## config.mk

```make
export PLATFORM = sky130hd
export DESIGN_NAME = instr_fetch_unit
export DESIGN_NICKNAME = d
export VERILOG_FILES = /design/src/rtl/instr_fetch_unit.sv
export SDC_FILE = /design/constraint.sdc
export NUM_CORES = 1
export LEC_CHECK = 0
export BUFFER_PORTS_ARGS = -buffer_cell sky130_fd_sc_hd__buf_2
export CORE_ASPECT_RATIO = 1.5
export CORE_MARGIN = 1.5
export CORE_UTILIZATION = 52
export DETAILED_ROUTE_END_ITERATION = 16
export PLACE_DENSITY_LB_ADDON = 0.08
export SLEW_MARGIN = 20
export SYNTH_ARGS = -nofsm -noshare
export SYNTH_HDL_FRONTEND = slang
export SYNTH_SLANG_ARGS = --single-unit
```

## constraint.sdc

```tcl
create_clock -name clk -period 3.08 [get_ports clk]
set_clock_uncertainty 0.1 [all_clocks]
set_input_delay 0.77 -clock clk [delete_from_list [all_inputs] [get_ports clk]]
set_output_delay 0.77 -clock clk [all_outputs]
set_load 0.01 [all_outputs]
```

## src/rtl/instr_fetch_unit.sv

```systemverilog
// -----------------------------------------------------------------------------
// instr_fetch_unit
//
// Fetch stage that sits directly in front of the instruction decoder.
// It keeps the fetch PC and issues at most one word request at a time to
// instruction memory. Returned words are stored with their PCs in a small
// prefetch FIFO, and the FIFO head is offered to decode with a valid/ready
// handshake. A branch redirect flushes the FIFO and marks any in-flight
// response as stale, so that response is dropped when it arrives.
//
// Parameters
//   ADDR_W   : PC / instruction memory byte-address width
//   DEPTH    : prefetch FIFO entries (power of two, >= 2)
//   RESET_PC : fetch PC loaded on reset
//
// Ports
//   clk           : clock, all state updates on the rising edge
//   rst_n         : asynchronous active-low reset
//   imem_req      : one-cycle request strobe to instruction memory
//   imem_addr     : request address (current fetch PC)
//   imem_valid    : response strobe, at least one cycle after imem_req
//   imem_rdata    : response word, bit 0 = MSB
//   redirect      : branch/jump taken, restart fetch at redirect_pc
//   redirect_pc   : new fetch address, sampled with redirect
//   instr_valid   : FIFO head holds a word for decode
//   instr_out     : FIFO head word, bit 0 = MSB (decoder ordering)
//   pc_out        : PC of instr_out
//   decode_ready  : decoder takes the head word this cycle
// -----------------------------------------------------------------------------
module instr_fetch_unit #(
  parameter int unsigned       ADDR_W   = 32,
  parameter int unsigned       DEPTH    = 4,
  parameter logic [ADDR_W-1:0] RESET_PC = '0
) (
  input  logic              clk,
  input  logic              rst_n,
  output logic              imem_req,
  output logic [ADDR_W-1:0] imem_addr,
  input  logic              imem_valid,
  input  logic [0:31]       imem_rdata,
  input  logic              redirect,
  input  logic [ADDR_W-1:0] redirect_pc,
  output logic              instr_valid,
  output logic [0:31]       instr_out,
  output logic [ADDR_W-1:0] pc_out,
  input  logic              decode_ready
);

  localparam int unsigned      PTR_W      = (DEPTH > 1) ? $clog2(DEPTH) : 1;
  localparam int unsigned      CNT_W      = PTR_W + 1;
  localparam logic [CNT_W-1:0] FULL_COUNT = CNT_W'(DEPTH);

  // WAIT    : one request outstanding, its response is wanted.
  // DISCARD : one request outstanding, its response predates a redirect.
  typedef enum logic [1:0] {
    IDLE    = 2'd0,
    WAIT    = 2'd1,
    DISCARD = 2'd2
  } state_t;

  state_t            state_reg, state_next;
  logic [ADDR_W-1:0] fetch_pc_reg, fetch_pc_next;
  logic [ADDR_W-1:0] req_pc_reg, req_pc_next;
  logic [PTR_W-1:0]  wr_ptr_reg, wr_ptr_next;
  logic [PTR_W-1:0]  rd_ptr_reg, rd_ptr_next;
  logic [CNT_W-1:0]  count_reg, count_next;

  logic issue;
  logic push;
  logic pop;
  logic fifo_nonempty;

  // FIFO storage: PC and word kept in parallel arrays, no reset needed
  // because an entry is only read once count says it was written.
  logic [ADDR_W-1:0] pc_mem   [DEPTH];
  logic [0:31]       word_mem [DEPTH];

  // ---------------------------------------------------------------------------
  // Event decode
  // ---------------------------------------------------------------------------
  always_comb begin
    fifo_nonempty = (count_reg != '0);
    // A slot is reserved at issue time (count < DEPTH with nothing in
    // flight), so a wanted response can always be pushed. rst_n gates the
    // strobe so that no request is advertised while reset is held.
    issue = rst_n && (state_reg == IDLE) && (count_reg < FULL_COUNT) && !redirect;
    // Redirect overrides everything: the returning word is dropped and the
    // head is not consumed because the whole buffer is flushed anyway.
    push  = (state_reg == WAIT) && imem_valid && !redirect;
    pop   = fifo_nonempty && decode_ready && !redirect;
  end

  // ---------------------------------------------------------------------------
  // FSM next state
  // ---------------------------------------------------------------------------
  always_comb begin
    state_next = state_reg;
    case (state_reg)
      IDLE: begin
        // imem_valid here is a protocol violation and is ignored.
        if (issue) begin
          state_next = WAIT;
        end
      end
      WAIT: begin
        if (redirect) begin
          state_next = imem_valid ? IDLE : DISCARD;
        end else if (imem_valid) begin
          state_next = IDLE;
        end
      end
      DISCARD: begin
        // Stale word dropped whether or not a new redirect arrives with it.
        if (imem_valid) begin
          state_next = IDLE;
        end
      end
      default: state_next = IDLE;
    endcase
  end

  // ---------------------------------------------------------------------------
  // PC and FIFO bookkeeping
  // ---------------------------------------------------------------------------
  always_comb begin
    fetch_pc_next = fetch_pc_reg;
    req_pc_next   = req_pc_reg;
    wr_ptr_next   = wr_ptr_reg;
    rd_ptr_next   = rd_ptr_reg;
    count_next    = count_reg;

    if (redirect) begin
      fetch_pc_next = redirect_pc;
      wr_ptr_next   = '0;
      rd_ptr_next   = '0;
      count_next    = '0;
    end else begin
      if (issue) begin
        req_pc_next   = fetch_pc_reg;
        // Natural modulo-2^ADDR_W wrap at the top of the address space.
        fetch_pc_next = fetch_pc_reg + ADDR_W'(4);
      end
      if (push) begin
        wr_ptr_next = wr_ptr_reg + PTR_W'(1);
      end
      if (pop) begin
        rd_ptr_next = rd_ptr_reg + PTR_W'(1);
      end
      case ({push, pop})
        2'b10:   count_next = count_reg + CNT_W'(1);
        2'b01:   count_next = count_reg - CNT_W'(1);
        default: count_next = count_reg;
      endcase
    end
  end

  // ---------------------------------------------------------------------------
  // State registers
  // ---------------------------------------------------------------------------
  always_ff @(posedge clk or negedge rst_n) begin
    if (!rst_n) begin
      state_reg    <= IDLE;
      fetch_pc_reg <= RESET_PC;
      req_pc_reg   <= '0;
      wr_ptr_reg   <= '0;
      rd_ptr_reg   <= '0;
      count_reg    <= '0;
    end else begin
      state_reg    <= state_next;
      fetch_pc_reg <= fetch_pc_next;
      req_pc_reg   <= req_pc_next;
      wr_ptr_reg   <= wr_ptr_next;
      rd_ptr_reg   <= rd_ptr_next;
      count_reg    <= count_next;
    end
  end

  always_ff @(posedge clk) begin
    if (push) begin
      pc_mem[wr_ptr_reg]   <= req_pc_reg;
      word_mem[wr_ptr_reg] <= imem_rdata;
    end
  end

  // ---------------------------------------------------------------------------
  // Outputs
  // ---------------------------------------------------------------------------
  assign imem_req    = issue;
  assign imem_addr   = fetch_pc_reg;
  assign instr_valid = fifo_nonempty;
  // Head is forced to zero when empty so that reset and flushed states read
  // 0 rather than whatever an old entry held.
  assign instr_out   = fifo_nonempty ? word_mem[rd_ptr_reg] : '0;
  assign pc_out      = fifo_nonempty ? pc_mem[rd_ptr_reg]   : '0;

endmodule

```

Word-level counts from Yosys, hierarchy flattened
Memories as Yosys holds them, arrays and structs flattened. Cells that the tools add are included.

Bits in registers: 73. RAM bits: 256. Input port bits: 69. Output and inout port bits: 98. Word-level logic and storage cells: 52. Memories: 2.

$add $sub $neg: 5. Order comparisons: 1. Equal/unequal tests: 5. Muxes and demuxes: 17. Bitwise logic cells: 1. Reductions and logical operators: 15.

Memory list: pc_mem (depth 4, width 32, rd ports 1, clocked after Yosys merged registers in 0, write ports 1, RTL line 75) `logic [ADDR_W-1:0] pc_mem [DEPTH];`; word_mem (depth 4, width 32, rd ports 1, clocked after Yosys merged registers in 0, write ports 1, RTL line 76) `logic [0:31] word_mem [DEPTH];`.

Operators with widths (count): two-way mux 32 bit (4); adder 32 x 3 -> 32 bit (second input constant) (1); two-way mux 2 bit (8); logical AND 1 bit (7); one-hot mux 2 bit (3 select lines) (1); one-hot mux 3 bit (2 select lines) (1); nonzero test 2 bit (3); nonzero test 3 bit (2); adder 2 x 1 -> 2 bit (second input constant) (2); equality test 2 x 1 -> 1 bit (second input constant) (2); equality test 2 bit (second input constant) (2); adder 3 x 1 -> 3 bit (second input constant) (1); less-than comparator 3 bit (second input constant) (1); two-way mux 3 bit (1); subtractor 3 x 1 -> 3 bit (second input constant) (1); zero test 2 bit (1); two-way mux 1 bit (2); inequality test 2 bit (second input constant) (1); AND reduction 2 bit (1); zero test 1 bit (1); inverter 1 bit (1).

Longest topological paths before layout
Word-level depth: 6. Gate-level depth with buffers: 8. Gate-level depth less buffers: 6.

Worst setup path before layout
OpenSTA, ideal clock, no wires.

Path kind: in2reg. Start: in redirect. End: mem pc_mem[0][0], enable pin. Setup time: 429 ps. Arrival time: 2825 ps. Data required time: 2551 ps. Slack: -274 ps. Stages on the path: 4. Buffers on the path: 2. Cells stage by stage: clkbuf_1 -> clkbuf_1 -> nor2_1 -> and2_1.

Longest elaborated chain between the ends: 4.

Ends and longest elaborated chain: start: declaration (RTL line 41) `input logic redirect,`; zero test 1 bit (RTL line 89) `push = (state_reg == WAIT) && imem_valid && !redirect;`; logical AND 1 bit (RTL line 89); two-way mux 1 bit (RTL line 179) `if (push) begin`; two-way mux 1 bit (not written as such) (RTL line 180) `pc_mem[wr_ptr_reg] <= req_pc_reg;`; end: declaration (RTL line 75).

Every way passes these cells.

Worst setup path after layout
Start: reg rd_ptr_reg[0]. End: out instr_out[28] (netlist bit).

Longest elaborated chain between the ends: 2.

Ends and longest elaborated chain: start: declaration (RTL line 65) `logic [PTR_W-1:0] rd_ptr_reg, rd_ptr_next;`; start signal: assignment (RTL line 173) `rd_ptr_reg <= rd_ptr_next;`; memory (4 x 32 bit); two-way mux 32 bit (RTL line 193) `assign instr_out = fifo_nonempty ? word_mem[rd_ptr_reg] : '0;`; end: declaration (RTL line 44) `output logic [0:31] instr_out,`.

Every way passes these cells.

==> metrics.md <==
| Metric | Value |
|---|---|
| Die height | `198 µm` |
| FF+latch count, synth | `329` |
| Routed via count divided by cell count | `5.77` |
| Final Wtd Congestion | `0.849` |
| Total vias in the final route | `7373` |
| Top-level I/O count | `167` |
| Signal arrival time at the worst endpoint | `2.15 ns` |
| Share of the synthesized area in the top cell type | `0.582` |
| CP endpoint kind | `output pin` |
| Unique masters post-synth | `44` |
| Number of instances in the synthesized netlist | `739` |
| Top Registers | `pc_mem: 128 flops, word_mem: 128 flops` |
| Area leader, netlist | `sky130_fd_sc_hd__edfxtp_1` |
| Crit-path max FO | `19` |
| Count of endpoints failing setup in the final report | `0` |
| Routed len/inst | `21.7 µm` |
| N_diodes | `0` |
| Buffers on Ports | `166` |
| Filler Cells Inserted | `1874` |
| Global-route wire length before repair | `43800 µm` |
| Synthesized area divided by synthesized cell count | `17.9 µm²` |
| Clock root buffer master | `sky130_fd_sc_hd__clkbuf_16` |
| Placement Rows | `71` |
| Core utilization of the finished layout | `0.624` |
| Total placed cells including tap cells | `1219` |
| Share of final-layout standard cells stronger than drive strength 1 | `0.372` |
| Synthesized Nets | `814` |
| Slew @ Worst Pin | `0.976 ns` |
| Netlist area before placement | `13200 µm²` |
| Drt first-iter violations | `551` |
| CTS tree | `built` |
| Post-synth EDFFs | `256` |
| Detail Route Antenna Nets | `0` |
| Outcome | `completed` |
| Die Outline Area | `26400 µm²` |
| Sequential cell area fraction in the yosys report | `0.721` |
| Number of antenna violations at the first check in global routing | `0` |
| First-pass detailed-route iteration total | `5` |
| Count of cells along the worst register-to-register path | `4` |
| Worst Hold Class | `primary input to register` |
| Net count of the finished layout | `1002` |
| Number of hold violations in the final report | `0` |
| Max_cap viols | `0` |
| Cell count of the worst hold path | `1` |
| Leading cell types by total area after synthesis | `sky130_fd_sc_hd__edfxtp_1 58%, sky130_fd_sc_hd__dfrtp_1 14%, sky130_fd_sc_hd__mux4_2 11%, sky130_fd_sc_hd__and2_1 3.3%, sky130_fd_sc_hd__mux2_2 2.9%` |
| Worst max-slew margin expressed relative to the limit | `0.349` |
| Post-synthesis async set-or-reset flop share | `0.222` |
| Static Leakage | `0.00560 µW` |
| Residual DRC | `0` |
| Final Max Slew Viols | `0` |
| Leading register cell type out of synthesis | `sky130_fd_sc_hd__edfxtp_1` |
| Largest net degree at the start of global routing | `74` |
| Total number of clock tree sinks | `329` |
| Setup slack on the worst flop-to-flop path | `0.38 ns` |
| Number of CTS-inserted buffers | `29` |
| Die Span X | `133 µm` |
| Total power divided by cell area | `777 nW/µm²` |
| Critical Setup Path Class | `register to output pin` |
| Clock insertion delay at the later pin of the skew report | `0.55 ns` |
| Starting density of the core | `0.527` |
| Required time at the endpoint of the critical path | `2.21 ns` |
| IR Drop Worst-Case VDD | `440 µV` |
| Max Clock Freq | `331 MHz` |
| Total half-perimeter wirelength after legalization and detailed placement | `17600 µm` |
| Synthesis warning total | `0` |
| Unrepaired setup endpoints after global routing | `yes` |
| Floorplan core area | `25100 µm²` |
| Clock input transition at the sequential cells of the worst setup and hold paths | `0.06 ns` |
| Overflow after GRT | `0` |
| Area added between synthesis and finish | `18.5%` |
| Post-route non-filler standard cell count | `1278` |
| Part of the cycle the worst path needs | `0.980` |
| Kind of start point of the critical path | `register` |
| Via count of the first global-routing pass | `7845` |
| CTS max path bufs | `3` |
| Final critical path time including I/O delays and setup | `3.02 ns` |
| Gr usage total | `0.217` |
| Wire length reported by the detailed router | `27800 µm` |
| Count of H-tree levels built during CTS | `1` |
## logic make-up (layout without fill, tap and decap cells)
group	count (synthesis)	in the layout	synth area share
adder cells (fa/ha/maj)	6	6	0.00626
AO/OA/AOI/OAI	51	51	0.0246
flip-flops	329	329	0.721
multiplexers	100	100	0.140
AND/OR/NAND/NOR	194	194	0.0836
XOR/XNOR	17	17	0.0113
buffers and inverters	42	253	0.0137
## metal layers
layer	track usage	up-vias	part of all wire
li1	-	3283	-
met1	0.276	3797	0.40
met2	0.393	249	0.53
met3	0.0269	44	0.051
met4	0.0606	0	0.020
met5	0	-	0
## cells in the mapped netlist, types with 3 or more instances
cell,instances
sky130_fd_sc_hd__o211ai_1,5
sky130_fd_sc_hd__inv_1,4
sky130_fd_sc_hd__nand3_1,16
sky130_fd_sc_hd__nand4_1,10
sky130_fd_sc_hd__o31ai_1,10
sky130_fd_sc_hd__a31oi_1,11
sky130_fd_sc_hd__and4_1,3
sky130_fd_sc_hd__clkbuf_1,24
sky130_fd_sc_hd__xnor2_1,10
sky130_fd_sc_hd__ha_1,5
sky130_fd_sc_hd__buf_2,7
sky130_fd_sc_hd__or3_1,4
sky130_fd_sc_hd__dfrtp_1,73
sky130_fd_sc_hd__or4_1,15
sky130_fd_sc_hd__mux4_2,64
sky130_fd_sc_hd__edfxtp_1,256
sky130_fd_sc_hd__nor2_1,23
sky130_fd_sc_hd__nand2_1,34
sky130_fd_sc_hd__nor3_1,3
sky130_fd_sc_hd__mux2_2,34
sky130_fd_sc_hd__and2_1,69
sky130_fd_sc_hd__buf_1,4
sky130_fd_sc_hd__o21ai_0,16
sky130_fd_sc_hd__xor2_1,7
sky130_fd_sc_hd__nor4_1,4
sky130_fd_sc_hd__a21oi_1,4
## critical path: stages (launching register included)
cell and delay [ns]:
sky130_fd_sc_hd__dfrtp_4 0.53, sky130_fd_sc_hd__buf_12 0.23, sky130_fd_sc_hd__mux4_2 0.54, sky130_fd_sc_hd__and2_4 0.18, sky130_fd_sc_hd__buf_6 0.11
## placed cells by master, fill, tap and decap left out, types with 5 or more instances in the layout
master,n
sky130_fd_sc_hd__xnor2_1,10
sky130_fd_sc_hd__nand3_1,16
sky130_fd_sc_hd__buf_6,7
sky130_fd_sc_hd__mux4_2,64
sky130_fd_sc_hd__dfrtp_1,70
sky130_fd_sc_hd__o31ai_1,10
sky130_fd_sc_hd__o21ai_0,16
sky130_fd_sc_hd__buf_12,9
sky130_fd_sc_hd__nor2_1,22
sky130_fd_sc_hd__buf_4,16
sky130_fd_sc_hd__mux2_2,34
sky130_fd_sc_hd__and2_1,59
sky130_fd_sc_hd__a31oi_1,11
sky130_fd_sc_hd__or4_1,15
sky130_fd_sc_hd__edfxtp_1,256
sky130_fd_sc_hd__clkbuf_1,10
sky130_fd_sc_hd__buf_2,161
sky130_fd_sc_hd__ha_1,5
sky130_fd_sc_hd__xor2_1,7
sky130_fd_sc_hd__clkbuf_16,29
sky130_fd_sc_hd__and2_4,10
sky130_fd_sc_hd__o211ai_1,5
sky130_fd_sc_hd__nand2_1,34
sky130_fd_sc_hd__nand4_1,10
## final cells by class
type	count	area, µm²	area share
clock buffers	43	818	0.0523
clock inverters	11	130	0.00832
inverters	5	18.8	0.00120
multi-input cells	368	3540	0.226
flip-flops and latches	329	9520	0.609
well taps	328	410	0.0262
repair buffers	194	1200	0.0767
## stage by stage
stage	hold slack, ns	cell area, µm²	TNS, ns	worst slack (ns)	power [µW]
finish	0.331	15600	0	0.0603	12200
global route	0.327	15600	-0.0223	-0.00669	12700
CTS	0.312	15600	0	0.00467	12200
detailed placement	0.401	14600	0	0.219	8570
global placement	0.385	14600	0	0.253	8470
floorplan	0.372	13200	0	0.271	7450
## timing repair
action | in CTS | in global routing
endpoints found under the setup margin | 60 | 37
hold buffers | 0 | 0
cloned | 0 | 0
hold endpoints to repair | 0 | 0
buffers inserted | 3 | 2
pin swaps | 0 | 0
resized for setup | 3 | 12
## power by group
part / leakage [µW] / switching [µW] / internal (µW)
logic: 0.00196 / 1320 / 1440
clock network: 0.000465 / 1530 / 2090
registers: 0.00318 / 423 / 5360
## path summary, 6_finish.rpt
kind / from / to
max: rd_ptr_reg[0] / instr_out[28]
min in group asynchronous: rst_n / imem_addr[13]
max reg2reg: imem_addr[6] / imem_addr[28]
min: imem_rdata[24] / word_mem[2][7]
max in group asynchronous: rst_n / rd_ptr_reg[0]
min reg2reg: req_pc_reg[20] / pc_mem[3][20]
No activity file was read; power rests on OpenSTA's default activity.
